File: src/rtl/zone_stats_pkg.sv
// Shared constants, readout state type and saturating adder for zone_luma_stats.
// Latency: none. This file holds only declarations and a combinational helper.
// Backpressure: not applicable.
package zone_stats_pkg;

  localparam int         ZONES   = 15;    // vertical zones 0..14
  localparam int         DATA_W  = 8;     // colour component width
  localparam int         SUM_W   = 26;    // 72 lines x 1920 px x 255 fits
  localparam logic [3:0] NO_ZONE = 4'd15; // pixel outside the active area

  typedef enum logic {
    IDLE = 1'b0,
    SEND = 1'b1
  } rd_state_t;

  // Adds inc to acc and clamps at 2^width-1, so the result never wraps.
  // width must be 1..32; callers truncate the result to their own width.
  function automatic logic [31:0] sat_add(input logic [31:0] acc,
                                          input logic [31:0] inc,
                                          input int unsigned width);
    logic [32:0] total;
    logic [32:0] limit;
    total = {1'b0, acc} + {1'b0, inc};
    limit = (33'd1 << width) - 33'd1;
    return (total > limit) ? limit[31:0] : total[31:0];
  endfunction

endpackage

File: src/rtl/zone_readout.sv
// Shadow bank plus readout FSM: streams the 15 frozen zone records in index order.
// Latency: first record is valid the cycle after start; one record per accepted cycle.
// Backpressure: valid/ready; a record and its index are held stable while ready is low.
//
// Ports: clk/rst_n (async active-low); start loads the shadow bank from
// peak_bank/sum_bank (honoured only in IDLE); valid/ready/index/peak/sum form the
// record stream; busy is high while records remain to be sent.
module zone_readout
  import zone_stats_pkg::*;
#(
  parameter int SUM_WIDTH = SUM_W
) (
  input  logic                                clk,
  input  logic                                rst_n,
  input  logic                                start,
  input  logic [ZONES-1:0][DATA_W-1:0]        peak_bank,
  input  logic [ZONES-1:0][SUM_WIDTH-1:0]     sum_bank,
  input  logic                                ready,
  output logic                                valid,
  output logic [3:0]                          index,
  output logic [DATA_W-1:0]                   peak,
  output logic [SUM_WIDTH-1:0]                sum,
  output logic                                busy
);

  localparam logic [3:0] LAST_IDX = 4'(ZONES - 1);

  rd_state_t                         state;
  logic [3:0]                        idx;
  logic [ZONES-1:0][DATA_W-1:0]      shadow_peak;
  logic [ZONES-1:0][SUM_WIDTH-1:0]   shadow_sum;

  always_ff @(posedge clk or negedge rst_n) begin
    if (!rst_n) begin
      state       <= IDLE;
      idx         <= '0;
      shadow_peak <= '0;
      shadow_sum  <= '0;
    end else begin
      case (state)
        IDLE: begin
          if (start) begin
            shadow_peak <= peak_bank;
            shadow_sum  <= sum_bank;
            idx         <= '0;
            state       <= SEND;
          end
        end
        SEND: begin
          if (ready) begin
            if (idx == LAST_IDX) begin
              idx   <= '0;
              state <= IDLE;
            end else begin
              idx <= idx + 4'd1;
            end
          end
        end
      endcase
    end
  end

  // Every output derives straight from registers; data is forced to zero
  // outside SEND so the idle bus does not carry a stale record.
  assign valid = (state == SEND);
  assign busy  = valid;
  assign index = idx;
  assign peak  = valid ? shadow_peak[idx] : '0;
  assign sum   = valid ? shadow_sum[idx]  : '0;

endmodule

File: src/rtl/zone_luma_stats.sv
// Per-zone peak and saturating sum of max(R,G,B) per frame, streamed out at frame end.
// Latency: pixel to bank 2 clocks; VSYNC rise sampled at edge F gives first record at F+2.
// Backpressure: records wait on iZone_Ready; a frame ending mid-readout is dropped (oOverrun).
//
// Ports: iODCK pixel clock, iRST_N async active-low reset; iVSYNC (rising edge = frame
// end), iDE, iR/iG/iB, iV_Address (15 = no zone) form the pixel input; oZone_Valid,
// iZone_Ready, oZone_Index, oZone_Peak, oZone_Sum carry the records; oBusy flags a
// readout in progress; oOverrun pulses for one cycle when a frame result is dropped.
module zone_luma_stats
  import zone_stats_pkg::*;
#(
  // Sum width; must stay within 1..32 because of the 32-bit saturating adder.
  parameter int SUM_WIDTH = SUM_W
) (
  input  logic                   iODCK,
  input  logic                   iRST_N,
  input  logic                   iVSYNC,
  input  logic                   iDE,
  input  logic [DATA_W-1:0]      iR,
  input  logic [DATA_W-1:0]      iG,
  input  logic [DATA_W-1:0]      iB,
  input  logic [3:0]             iV_Address,
  output logic                   oZone_Valid,
  input  logic                   iZone_Ready,
  output logic [3:0]             oZone_Index,
  output logic [DATA_W-1:0]      oZone_Peak,
  output logic [SUM_WIDTH-1:0]   oZone_Sum,
  output logic                   oBusy,
  output logic                   oOverrun
);

  logic [DATA_W-1:0]                 lum;
  logic [DATA_W-1:0]                 p_lum;
  logic                              p_de;
  logic [3:0]                        p_zone;
  logic                              vs_cur;
  logic                              vs_prev;
  logic                              frame_end;
  logic                              frame_end_d;
  logic                              busy;
  logic                              copy;
  logic [ZONES-1:0]                  hit;
  logic [ZONES-1:0][DATA_W-1:0]      peak_bank;
  logic [ZONES-1:0][SUM_WIDTH-1:0]   sum_bank;
  logic [ZONES-1:0][DATA_W-1:0]      peak_next;
  logic [ZONES-1:0][SUM_WIDTH-1:0]   sum_next;

  always_comb begin
    lum = iR;
    if (iG > lum) lum = iG;
    if (iB > lum) lum = iB;
  end

  // Stage P and the frame-sync history share one register stage.
  always_ff @(posedge iODCK or negedge iRST_N) begin
    if (!iRST_N) begin
      p_lum       <= '0;
      p_de        <= 1'b0;
      p_zone      <= NO_ZONE;
      vs_cur      <= 1'b0;
      vs_prev     <= 1'b0;
      frame_end_d <= 1'b0;
    end else begin
      p_lum       <= lum;
      p_de        <= iDE;
      p_zone      <= iV_Address;
      vs_cur      <= iVSYNC;
      vs_prev     <= vs_cur;
      frame_end_d <= frame_end;
    end
  end

  // Cycle F: the pixel sitting in stage P still lands in the ending frame.
  // Cycle F+1: the bank is snapshotted (or dropped) and restarted from zero,
  // with that cycle's stage-P pixel counted toward the new frame.
  assign frame_end = vs_cur & ~vs_prev;
  assign copy      = frame_end_d & ~busy;
  assign oOverrun  = frame_end_d &  busy;

  always_comb begin
    hit       = '0;
    peak_next = '0;
    sum_next  = '0;
    for (int z = 0; z < ZONES; z++) begin
      hit[z]       = p_de && (p_zone != NO_ZONE) && (p_zone == 4'(z));
      peak_next[z] = frame_end_d ? '0 : peak_bank[z];
      sum_next[z]  = frame_end_d ? '0 : sum_bank[z];
      if (hit[z]) begin
        if (p_lum > peak_next[z]) peak_next[z] = p_lum;
        sum_next[z] = SUM_WIDTH'(sat_add(32'(sum_next[z]), 32'(p_lum), SUM_WIDTH));
      end
    end
  end

  always_ff @(posedge iODCK or negedge iRST_N) begin
    if (!iRST_N) begin
      peak_bank <= '0;
      sum_bank  <= '0;
    end else begin
      peak_bank <= peak_next;
      sum_bank  <= sum_next;
    end
  end

  // The readout captures the bank contents from before the clear, on the same edge.
  zone_readout #(
    .SUM_WIDTH (SUM_WIDTH)
  ) u_readout (
    .clk       (iODCK),
    .rst_n     (iRST_N),
    .start     (copy),
    .peak_bank (peak_bank),
    .sum_bank  (sum_bank),
    .ready     (iZone_Ready),
    .valid     (oZone_Valid),
    .index     (oZone_Index),
    .peak      (oZone_Peak),
    .sum       (oZone_Sum),
    .busy      (busy)
  );

  assign oBusy = busy;

endmodule

File: config.mk
export PLATFORM = sky130hd
export DESIGN_NAME = zone_luma_stats
export DESIGN_NICKNAME = d
export VERILOG_FILES = /design/src/rtl/zone_stats_pkg.sv /design/src/rtl/zone_readout.sv /design/src/rtl/zone_luma_stats.sv
export SDC_FILE = /design/constraint.sdc
export NUM_CORES = 2
export LEC_CHECK = 0
export BUFFER_PORTS_ARGS = -buffer_cell sky130_fd_sc_hd__clkbuf_2
export CORE_MARGIN = 2
export CORE_UTILIZATION = 40
export CTS_CLUSTER_SIZE = 24
export DETAILED_ROUTE_END_ITERATION = 8
export PLACE_DENSITY = 0.51
export REMOVE_ABC_BUFFERS = 1
export SYNTH_ARGS = -nofsm -noshare
export SYNTH_HDL_FRONTEND = slang
export SYNTH_HIERARCHICAL = 1
export SYNTH_SLANG_ARGS = --single-unit
File: constraint.sdc
create_clock -name iODCK -period 12.4 [get_ports iODCK]
set_input_delay 1.24 -clock iODCK [delete_from_list [all_inputs] [get_ports iODCK]]
set_output_delay 1.24 -clock iODCK [all_outputs]
set_load 0.02 [all_outputs]
**Word-level counts from Yosys, hierarchy flattened**

Index checks and enable logic that the tools add are counted.
Widths: inputs -> output; s select.

- Register bits after elaboration: 1041
- Memory bits (read-only): 0
- Memories kept: 0
- Latch bits: 0
- Bits in writable memories: 0
- Input port bits: 33
- Logic and storage cells: 265

- Bitwise logic cells: 5
- Shifts and indexed selects: 0
- Magnitude comparators: 33
- Div/mod/pow operators: 0
- Equality and inequality tests: 18
- Add/subtract/negate cells: 16
- Mux-type cells: 106
- Multipliers: 0
- Reduce and logical (&&, ||, !) cells: 19

Operators with widths:

| cell | count |
|---|---|
| $mux 26 | 47 |
| $add 26x8->27 | 15 |
| $gt 27x26->1 const B | 15 |
| $mux 8 | 49 |
| $gt 8x8->1 | 17 |
| $bmux 26 s4 | 1 |
| $bmux 8 s4 | 1 |
| $eq 4x4->1 const B | 8 |
| $eq 4x3->1 const B | 4 |
| $logic_and 1x1->1 | 16 |
| $mux 4 | 3 |
| $eq 4x2->1 const B | 2 |
| $pmux 4 s2 | 1 |
| $lt 4x5->1 const B | 1 |
| $add 4x1->4 const B | 1 |
| $eq 4x1->1 const B | 1 |
| $logic_not 4->1 | 1 |
| $ne 2x2->1 const B | 2 |
| $ne 4x4->1 const B | 1 |
| $reduce_and 2->1 | 2 |
| $and 1x1->1 | 3 |
| $mux 1 | 3 |
| $not 1->1 | 2 |
| $pmux 1 s2 | 1 |

**Logic depth before layout (Yosys ltp)**

- Depth after elaboration: 5
- Gate-level depth with buffers: 19
- Depth with buffers taken out: 16

**Hierarchy**

Netlist, hierarchy kept.

By module, submodules not included:

| module | cells each | times used | area each (um^2) |
|---|---|---|---|
| zone_luma_stats | 3571 | 1 | 33209.4 |
| zone_readout | 1584 | 1 | 23571.4 |

**Worst setup path after synthesis**

OpenSTA, ideal clock, no wires.

- Path type: input-to-reg
- From: in iR[5]
- To: reg p_lum[0]
- Setup time: 0.125 ns
- Path slack: 7.779 ns
- Cell stages on the path: 11
- Arrival: 4.496 ns
- Data required time: 12.275 ns
- Path through: inv_1 > ha_1 > o21a_1 > o21ai_0 > a31oi_1 > o22ai_1 > mux2i_1 > ha_1 > nand3_1 > o31ai_1 > mux2_2

- Word-level cells in the longest chain between the ends: 4

Ends and longest elaborated chain:

| item | line | RTL |
|---|---|---|
| start, declared | zone_luma_stats.sv:19 | `input logic [DATA_W-1:0] iR,` |
| $gt 8x8->1 | zone_luma_stats.sv:50 | `if (iG > lum) lum = iG;` |
| $mux 8 (*) | zone_luma_stats.sv:50 |  |
| $gt 8x8->1 | zone_luma_stats.sv:51 | `if (iB > lum) lum = iB;` |
| $mux 8 (*) | zone_luma_stats.sv:51 |  |
| net lum[0] | zone_luma_stats.sv:32 | `logic [DATA_W-1:0] lum;` |
| end signal, assigned | zone_luma_stats.sv:64 | `p_lum <= lum;` |
| end, declared | zone_luma_stats.sv:33 | `logic [DATA_W-1:0] p_lum;` |

The timed path passes the listed nets; every way through them passes the cells marked *.
A chain may end at the register's enable or synchronous reset.

**Final worst setup path**

- From: reg u_readout.idx[0], in the netlist u_readout/index[0]
- To: out oZone_Sum[6]

- Word-level cells in the longest chain between the ends: 3

Ends and longest elaborated chain:

| item | line | RTL |
|---|---|---|
| start, declared | zone_readout.sv:29 | `logic [3:0] idx;` |
| start signal, assigned | zone_readout.sv:55 | `idx <= idx + 4'd1;` |
| $bmux 26 s4 | zone_readout.sv:69 | `assign sum = valid ? shadow_sum[idx] : '0;` |
| $mux 26 (implied by the code) | zone_readout.sv:69 |  |
| $mux 26 | zone_readout.sv:69 |  |
| end, declared | zone_luma_stats.sv:27 | `output logic [SUM_WIDTH-1:0] oZone_Sum,` |

No other way between the ends. The select of a mux whose other input is x is not followed.

==> out/metrics.yaml <==
dp_slack_ns: 6.93
worstHoldPathType: "register to register"
synth_mux_area_share_pct: 17.3
cpPeakStageDelay_ns: 0.93
drive_above_1_share_pct: 19.1
avgSynthCellArea_um2: 11.0
synth_simple_gate_area_share_pct: 13.3
rsz0062_at_grt: "no"
grt_pass1_wl_um: 257000
area_growth_pct: 10.6
grt.total_usage_pct: 23.0
synth-compound-area-share_pct: 10.1
final_area_um2: 62800
drt-vias-per-instance: 5.58
place_congestion: 0.833
clk_path_buf_depth: 3
wl_per_cell_um: 23.5
fp.dieH_um: 381
synth-xor-area-share_pct: 3.92
synth_area_um2: 56800
cts_root_buf: "clkbuf_16"
hold_slack_ns: 0.370
yosysUniqueCellTypes: 97
routed_wl_um: 168000
start_util_pct: 40.2
synth_seq_area_share_pct: 45.9
clk_pin_slew_worst_paths_ns: 0.06
syn_inst: 5155
grt_overflow: 0
pwr-share-clk_pct: 37.7
hold_violations: 0
cts_sinks: 1041
critPathLaunchType: "register"
p_per_area_nw_per_um2: 154
finalSetupViolations: 0
ant_nets: 0
worst_slew_pin_slew_ns: 1.51
routed-via-count: 39900
drc_errors: 0
dpl.hpwl_um: 115000
synth_fa_ha_area_share_pct: 6.21
ios: 74
hold_buffers: 0
timing.critical_path.buf_inv: 3
synthArstFlopShare_pct: 100
cts_buffers: 119
finalCritPeriodShare_pct: 46.3
p_total_w: 0.00969
synth_warnings: 6
htree_levels: 3
crit_family: "buffers and inverters"
p_sw_w: 0.00324
synth_top_family_by_area: "multiplexers"
worstSetupPathType: "register to output pin"
p_int_w: 0.00645
violations: "max-slew violations"
post_cts_buffers: 0
p_seq_share_pct: 38.2
fin_crit_ns: 5.75
ys_ff_latch: 1041
ff2ff_setup_slack_ns: 6.93
relSlewSlack_pct: -0.569
io_buffers: 73
irDropWorstVdd_mv: 0.122
critPathRequiredTime_ns: 11.16
fmax_mhz: 174
place_area_um2: 58700
pwr-share-comb_pct: 24.2
drv_slew: 1
ctsResizeCount: 0
grt_pass1_vias: 39700
core_um2: 141000
synth_edf_count: 0
crit_path_top_delay_cell: "o32ai_1"
drt-pass1-iter-count: 6
cts_tree: "built"
leakage_nw: 29.3
status: "finished with violations"
grt_start_max_net_pins: 151
rows: 138
drt_iter0_drc: 2542
die_w_um: 381
finalNetCount: 5469
finClkSkew_ns: 0.0306
tns_ns: 0
fp.dieArea_um2: 145000
insertion_delay_ns: 0.74
crit_fanout: 36
maxCapViolCount: 0
synthFlopType: "dfrtp_1"
p_sw_share_pct: 33.4
antenna_found_initial: 3
critPathArrivalTime_ns: 4.51
cp-end-kind: "output pin"
setup_slack_ns: 6.65
crit_chain: "inv_2 > nor2_4 > buf_4 > a221oi_1 > o32ai_1 > clkbuf_2"
==> synthesized netlist by cell type, drive strengths merged (14+ instances only) <==
library cell  instances  area [um^2]
dfrtp              1037        25900
mux2                564         6350
nand2               497         1870
mux2i               272         2720
ha                  258         3230
o21ai               257         1290
nor2                240          941
nor2b               232         1450
a21oi               157          790
xnor2               152         1330
nand3               139          708
buf                 128          946
clkbuf              121          455
inv                 108          405
xor2                102          893
nand4                77          482
nor3                 77          400
a22oi                75          563
and3                 63          394
a21o                 57          428
o21a                 46          345
o211ai               37          278
nand2b               36          225
o32ai                36          315
a221oi               34          298
mux4                 34          766
nor4                 26          188
a2bb2oi              24          210
a31oi                23          205
nor3b                21          163
and4                 17          149
or3                  17          106
and2                 16          100
fa                   15          300
o211a                15          150
a211oi               14          125
==> final timing paths <==
| check | to | cells past startpoint | start |
|---|---|---|---|
| worst min-delay path | vs_prev | 0 | vs_cur |
| worst min register to register | vs_prev | 0 | vs_cur |
| worst max-delay path | oZone_Sum[6] | 6 | u_readout/index[0] |
| min in group asynchronous | peak_bank[61] | 1 | iRST_N |
| max in group asynchronous | u_readout/shadow_sum[273] | 4 | iRST_N |
| worst max register to register | sum_bank[266] | 13 | frame_end_d |
==> final cells by class <==
type | instances | area, um^2
fill | 13400 | 78500
multi-input combinational | 3755 | 28900
sequential | 1041 | 26100
clock buffer | 175 | 3520
tap | 1890 | 2360
timing repair buffer | 136 | 911
clock inverter | 43 | 531
inverter | 110 | 420
antenna | 4 | 10.0
==> worst register-to-register path: cells and delay by family (launching register included) <==
kind	cells	cell delay (ns)
buffers and inverters	4	1.79
flip-flops	1	0.62
adder cells (fa/ha/maj)	2	0.42
AND/OR/NAND/NOR	2	0.22
AO/OA/AOI/OAI	5	2.24
==> power groups by stage <==
stage	registers [W]	clock network [W]	logic, W
6_report	0.00370	0.00365	0.00234
4_1_cts	0.00371	0.00375	0.00235
5_1_grt	0.00372	0.00389	0.00252
3_5_place_dp	0.00377	0	0.00235
3_3_place_gp	0.00376	0	0.00233
2_1_floorplan	0.00382	0	0.00140
==> state kept, by name, summed over array words and instances, names as in the netlist <==
register and cells:
frame_end_d 1, u_readout/busy 1, p_de 1, u_readout/shadow_sum 390
vs_cur 1, u_readout/index 4, peak_bank 120, p_lum 8
vs_prev 1, sum_bank 390, u_readout/shadow_peak 120, p_zone 4
==> stage by stage <==
step | instances | util (%)
after global placement | 6932 | 41.6
after detailed placement | 6932 | 41.6
after global routing | 7150 | 44.4
final | 7154 | 44.4
after CTS | 7150 | 44.4
after floorplan | 4906 | -
==> cells by family after synthesis <==
family | after synthesis
AOI/OAI and AO/OA | 853
DFF | 1041
buffers and inverters | 359
and+or+nand+nor | 1505
adders and majority gates | 273
muxes | 870
xor gates and xnor gates | 254
==> layer usage <==
layer / global-route usage [%] / share of wire, %
met1: 33.5 / 48
met4: 6.02 / 2.7
met2: 35.7 / 45
met3: 3.29 / 4.3
met5: 0 / 0
==> cell usage in the layout, fill, tap and decap left out, drive strengths merged, types with 36 or more instances in the layout <==
cell,Yosys,final
a21o,57,57
a21oi,157,157
a22oi,75,75
and3,63,63
buf,128,64
clkbuf,121,247
dfrtp,1037,1037
ha,258,258
inv,108,112
mux2,564,564
mux2i,272,272
nand2,497,497
nand2b,36,36
nand3,139,139
nand4,77,77
nor2,240,240
nor2b,232,232
nor3,77,77
o211ai,37,37
o21a,46,46
o21ai,257,257
o32ai,36,36
xnor2,152,152
xor2,102,102
Note: power is estimated with default switching activity, not from simulation.
